File: config.mk
export PLATFORM = sky130hd
export DESIGN_NAME = irq_arbiter
export DESIGN_NICKNAME = d
export VERILOG_FILES = /design/src/rtl/irq_arbiter.sv
export SDC_FILE = /design/constraint.sdc
export NUM_CORES = 1
export LEC_CHECK = 0
export BUFFER_PORTS_ARGS = -buffer_cell sky130_fd_sc_hd__buf_4
export CORE_MARGIN = 5
export CORE_UTILIZATION = 40
export CTS_BUF_LIST = sky130_fd_sc_hd__clkbuf_8
export DETAILED_ROUTE_END_ITERATION = 10
export SKIP_CTS_REPAIR_TIMING = 1
export SYNTH_ARGS = -nofsm -noshare
export SYNTH_HDL_FRONTEND = slang
export SYNTH_SLANG_ARGS = --single-unit
File: constraint.sdc
create_clock -name clk -period 12.7 [get_ports clk]
set_input_delay 1.905 -clock clk [delete_from_list [all_inputs] [get_ports clk]]
set_output_delay 1.905 -clock clk [all_outputs]
set_load 0.02 [all_outputs]
File: src/rtl/irq_arbiter.sv
// Priority interrupt arbiter: per-source sync + IDLE/PEND/ACTIVE tracking,
// nested preemption above the highest active priority, config register file.
module irq_arbiter_src (
    input  logic clk,
    input  logic rst,
    input  logic line,
    input  logic edge_mode,
    input  logic claim_hit,
    input  logic complete_hit,
    input  logic w1c,
    output logic pend,
    output logic active,
    output logic pend_next
);
    typedef enum logic [1:0] {IDLE, PEND, ACTIVE} state_t;

    state_t state;
    logic   sync1, sync2, prev;
    logic   rise, next_flag;

    assign rise      = sync2 & ~prev;
    // A fresh edge beats a same-cycle W1C of the queued flag.
    assign next_flag = (pend_next & ~w1c) | (edge_mode & rise);
    assign pend      = (state == PEND);
    assign active    = (state == ACTIVE);

    always_ff @(posedge clk or negedge rst) begin
        if (!rst) begin
            state     <= IDLE;
            sync1     <= 1'b0;
            sync2     <= 1'b0;
            prev      <= 1'b0;
            pend_next <= 1'b0;
        end else begin
            sync1 <= line;
            sync2 <= sync1;
            prev  <= sync2;
            case (state)
                IDLE: begin
                    if (edge_mode ? rise : sync2) state <= PEND;
                end
                PEND: begin
                    if (claim_hit)                         state <= ACTIVE;
                    else if (edge_mode ? (w1c & ~rise) : ~sync2) state <= IDLE;
                end
                ACTIVE: begin
                    if (complete_hit) begin
                        state     <= next_flag ? PEND : IDLE;
                        pend_next <= 1'b0;
                    end else begin
                        pend_next <= next_flag;
                    end
                end
                default: state <= IDLE;
            endcase
        end
    end
endmodule

module irq_arbiter #(
    parameter int                  NUM_SRC  = 4,
    parameter int                  PRIO_W   = 3,
    parameter logic [NUM_SRC-1:0]  EDGE_RST = '0,
    localparam int                 ID_W     = $clog2(NUM_SRC + 1)
) (
    input  logic              clk,
    input  logic              rst,
    input  logic [NUM_SRC-1:0] src_irq,
    input  logic              cfg_we,
    input  logic [7:0]        cfg_addr,
    input  logic [31:0]       cfg_wdata,
    output logic [31:0]       cfg_rdata,
    input  logic              stall,
    input  logic              claim,
    input  logic              complete,
    input  logic [ID_W-1:0]   complete_id,
    output logic              irq_req,
    output logic [ID_W-1:0]   irq_id
);
    logic [NUM_SRC-1:0]             en, edge_m;
    logic [PRIO_W-1:0]              thr;
    logic [NUM_SRC-1:0][PRIO_W-1:0] prio;

    logic [NUM_SRC-1:0] pend, active, pend_next;
    logic [NUM_SRC-1:0] claim_hit, complete_hit, w1c;
    logic               claim_ok;
    logic [PRIO_W-1:0]  max_act, floor_p, win_prio;
    logic               win_found;
    logic [ID_W-1:0]    win_id;
    logic               unused_wdata;

    assign unused_wdata = ^cfg_wdata;
    assign claim_ok     = claim & ~stall & irq_req;

    always_comb begin
        claim_hit    = '0;
        complete_hit = '0;
        w1c          = '0;
        for (int i = 0; i < NUM_SRC; i++) begin
            claim_hit[i]    = claim_ok && (irq_id == ID_W'(i + 1));
            complete_hit[i] = complete && !stall && (complete_id == ID_W'(i + 1)) && active[i];
            w1c[i]          = cfg_we && (cfg_addr == 8'h08) && cfg_wdata[i] && edge_m[i];
        end
    end

    for (genvar g = 0; g < NUM_SRC; g++) begin : g_src
        irq_arbiter_src u_src (
            .clk          (clk),
            .rst          (rst),
            .line         (src_irq[g]),
            .edge_mode    (edge_m[g]),
            .claim_hit    (claim_hit[g]),
            .complete_hit (complete_hit[g]),
            .w1c          (w1c[g]),
            .pend         (pend[g]),
            .active       (active[g]),
            .pend_next    (pend_next[g])
        );
    end

    // A candidate must beat both the threshold and every in-service priority.
    always_comb begin
        max_act = '0;
        for (int i = 0; i < NUM_SRC; i++)
            if (active[i] && prio[i] > max_act) max_act = prio[i];
        floor_p   = (thr > max_act) ? thr : max_act;
        win_found = 1'b0;
        win_prio  = '0;
        win_id    = '0;
        for (int i = 0; i < NUM_SRC; i++) begin
            if (pend[i] && en[i] && prio[i] != '0 && prio[i] > floor_p &&
                (!win_found || prio[i] > win_prio)) begin
                win_found = 1'b1;
                win_prio  = prio[i];
                win_id    = ID_W'(i + 1);
            end
        end
    end

    // The claimed source is still PEND this cycle, so blank the request once.
    always_ff @(posedge clk or negedge rst) begin
        if (!rst) begin
            irq_req <= 1'b0;
            irq_id  <= '0;
        end else if (claim_ok) begin
            irq_req <= 1'b0;
            irq_id  <= '0;
        end else begin
            irq_req <= win_found;
            irq_id  <= win_id;
        end
    end

    always_ff @(posedge clk or negedge rst) begin
        if (!rst) begin
            en     <= '0;
            edge_m <= EDGE_RST;
            thr    <= '0;
            prio   <= '0;
        end else if (cfg_we) begin
            case (cfg_addr)
                8'h00: en     <= cfg_wdata[NUM_SRC-1:0];
                8'h04: edge_m <= cfg_wdata[NUM_SRC-1:0];
                8'h08: ;
                8'h0C: thr    <= cfg_wdata[PRIO_W-1:0];
                default: begin
                    for (int i = 0; i < NUM_SRC; i++)
                        if (cfg_addr == 8'(16 + 4 * i)) prio[i] <= cfg_wdata[PRIO_W-1:0];
                end
            endcase
        end
    end

    always_comb begin
        cfg_rdata = '0;
        case (cfg_addr)
            8'h00: cfg_rdata[NUM_SRC-1:0] = en;
            8'h04: cfg_rdata[NUM_SRC-1:0] = edge_m;
            8'h08: cfg_rdata[NUM_SRC-1:0] = pend | pend_next;
            8'h0C: cfg_rdata[PRIO_W-1:0]  = thr;
            default: begin
                for (int i = 0; i < NUM_SRC; i++)
                    if (cfg_addr == 8'(16 + 4 * i)) cfg_rdata[PRIO_W-1:0] = prio[i];
            end
        endcase
    end
endmodule

==> metrics.md <==
| Metric | Value |
|---|---|
| Status | `completed` |
| Setup Skew | `~9.5 ps` |
| Antenna violations before repair | `0` |
| Synth Instances | `between 400 and 500` |
| Number of detailed-route iterations in the first pass | `4` |
| Unrepaired setup endpoints after global routing | `no` |
| Layout cells sized above 1 | `0.184` |
| Die ar. | `12,000 µm²` |
| Leak | `approximately 1.9 nW` |
| Hold WS | `358 ps` |
| Fill cells | `around 1,000` |
| Hpwl dp | `roughly 8000 µm` |
| Endpoints failing hold | `0` |
| Distinct cell type count after synthesis | `75` |
| Starting DRT DRC Count | `about 130` |
| Area occupied by multi-input gates | `2450 µm²` |
| Synth area leaders | `dfrtp_1, ha_1, mux2_2` |
| Commonest register cell after synthesis | `dfrtp_1` |
| Clock Latency Late Sink | `300 ps` |
| DR WL/cell | `about 17 µm` |
| Syn Area/Cell | `~9 µm²` |
| CP max-delay cell | `a311oi_1` |
| Finished Core Util | `0.442` |
| Syn Std Cell Area | `3980 µm²` |
| CTS max path bufs | `2` |
| CTS tree | `done` |
| Area grow syn2layout | `8.18%` |
| Post-synth EDFFs | `0` |
| Worst relative slew slack | `0.567` |
| Clock sinks | `51` |
| Pwr dens | `about 80 nW/µm²` |
| Critical Path RT | `~13,000 ps` |
| TritonCTS Buffers | `5` |
| Root Driver | `clkbuf_8` |
| GR peak layer | `met2` |
| Initial core utilization | `0.409` |
| Pin count of the biggest net entering global routing | `52` |
| Final max-slew violation count | `0` |
| Seq/Total Area, Yosys | `0.321` |
| Remaining DRCs | `0` |
| First-pass GRT wire length | `roughly 16,000 µm` |
| Post-layout min period | `approximately 11,000 ps` |
| N_diodes | `0` |
| Count leader, synth | `nand2_1` |
| Most area-hungry cell type in the Yosys netlist | `dfrtp_1` |
| Buffers added on ports | `32` |
| Peak VDD IR | `0.0000579 V` |
| Routed Antenna Nets | `0` |
| Nets | `~550` |
| Worst-path clk slew | `~90 ps` |
| Ys async rst share | `1.00` |
| Via count | `~3,300` |
| F_max | `~0.09 GHz` |
| CTS H-Tree Depth | `2` |
| Seq cells post-synth | `about 50` |
| Final setup viols | `0` |
| GR Util All Layers | `0.175` |
| Final Non-Filler Cells | `between 600 and 700` |
| Worst slew pin tran | `roughly 650 ps` |
| Final WS setup | `between 1000 and 1500 ps` |
| Worst EP arrival | `11,520 ps` |
| Vias per cell | `around 5.5` |
| Met2 track demand over resource | `0.273` |
| Number of I/O pins | `89` |
| Chip height | `~110 µm` |
| Ys Warns | `0` |
| Grt met3 use | `0.0229` |
| Reg area | `about 1300 µm²` |
| Design area | `4300 µm²` |
| Critical Path Most Common Cell | `ha_1` |
| Die W | `110 µm` |
| Delay of the slowest cell on the worst path | `roughly 490 ps` |
| Post-DP Area | `~4200 µm²` |
| Worst Setup Start Kind | `flip-flop` |
| Crit Path Max Fanout | `7` |
| RD Place Congestion | `approximately 0.9` |
| Tot Pwr | `roughly 350 µW` |
| Pre-CTS setup slack | `approximately 1500 ps` |
| Yosys top cell area share | `0.321` |
| Vias in the first global route | `between 3,000 and 4,000` |
| Final worst-path cycle share | `0.890` |
| Worst min-delay path class | `reg2reg` |
| Total core area | `roughly 10000 µm²` |
| WL final | `~10,000 µm` |
| Setup CP Type | `reg2reg` |
| # rows | `36` |
| Max_cap viols | `0` |
| Worst Setup End Kind | `flip-flop` |
| M1 GR Usage | `0.245` |
| List of most frequent post-synthesis cells | `nand2_1, dfrtp_1, nor2_1` |
| DP Cell Count | `around 600` |
| GRT overflow | `0` |
| Fin Setup TNS | `0 ps` |
final timing paths:
kind	startpoint	slack, ps	cells past startpoint	end
max	g_src[0].u_src.state[0]	1400	52	irq_id[0]
min	g_src[2].u_src.sync1	360	0	g_src[2].u_src.sync2
max reg2reg	g_src[0].u_src.state[0]	1400	52	irq_id[0]
min reg2reg	g_src[2].u_src.sync1	360	0	g_src[2].u_src.sync2
max in group asynchronous	rst	10630	1	en[1]
min in group asynchronous	rst	1610	1	edge_m[3]
sequential cells by signal (all words and copies together), names as in the netlist:
| register | flops |
|---|---|
| edge_m | 4 |
| en | 4 |
| g_src.u_src.pend_next | 4 |
| g_src.u_src.prev | 4 |
| g_src.u_src.state | 8 |
| g_src.u_src.sync1 | 4 |
| g_src.u_src.sync2 | 4 |
| irq_id | 3 |
| irq_req | 1 |
| prio | 12 |
| thr | 3 |
critical path, delay by kind of cell (launching register included):
| kind | cells | cell delay (ps) |
|---|---|---|
| buffers and inverters | 1 | 90 |
| AOI/OAI and AO/OA | 22 | 4360 |
| DFF | 1 | 410 |
| and+or+nand+nor | 14 | 1900 |
| muxes | 5 | 1610 |
| adders and majority gates | 10 | 2830 |
cell type report:
| class | count | area share |
|---|---|---|
| multi-input cells | 359 | 0.569 |
| inverters | 24 | 0.0209 |
| repair buffers | 32 | 0.0558 |
| clock buffers | 5 | 0.0160 |
| clock inverters | 3 | 0.00291 |
| well taps | 133 | 0.0387 |
| flip-flops and latches | 51 | 0.297 |
report_power, final:
group	internal, mW	switching, mW	total, mW
Combinational	0.0291	0.0455	0.0746
Sequential	0.172	0.0129	0.185
Clock	0.0372	0.0522	0.0894
routing by layer:
layer,up-vias,routed length [µm]
li1,1638,-
met1,1583,4770
met2,111,4660
met3,15,519
met4,0,222
met5,-,0
cell families after synthesis:
family                     synth area share
and+or+nand+nor                       0.217
AOI/OAI and AO/OA                     0.197
DFF                                   0.321
other                              0.000943
muxes                                0.0966
buffers and inverters                0.0890
adders and majority gates            0.0780
cells in the final DEF (no fill, tap or decap), drive strengths merged, types with 5 or more instances in the layout:
cell and instances:
a21oi 12, a31oi 11, and3 5, buf 32
clkbuf 5, conb 28, dfrtp 51, ha 23
inv 26, mux2 24, mux2i 9, nand2 54
nand2b 10, nand3 16, nand3b 6, nor2 34
nor2b 8, nor3 11, o21ai 25, o22ai 10
o31ai 6, o32ai 5
(Power assumes the default switching activity.)
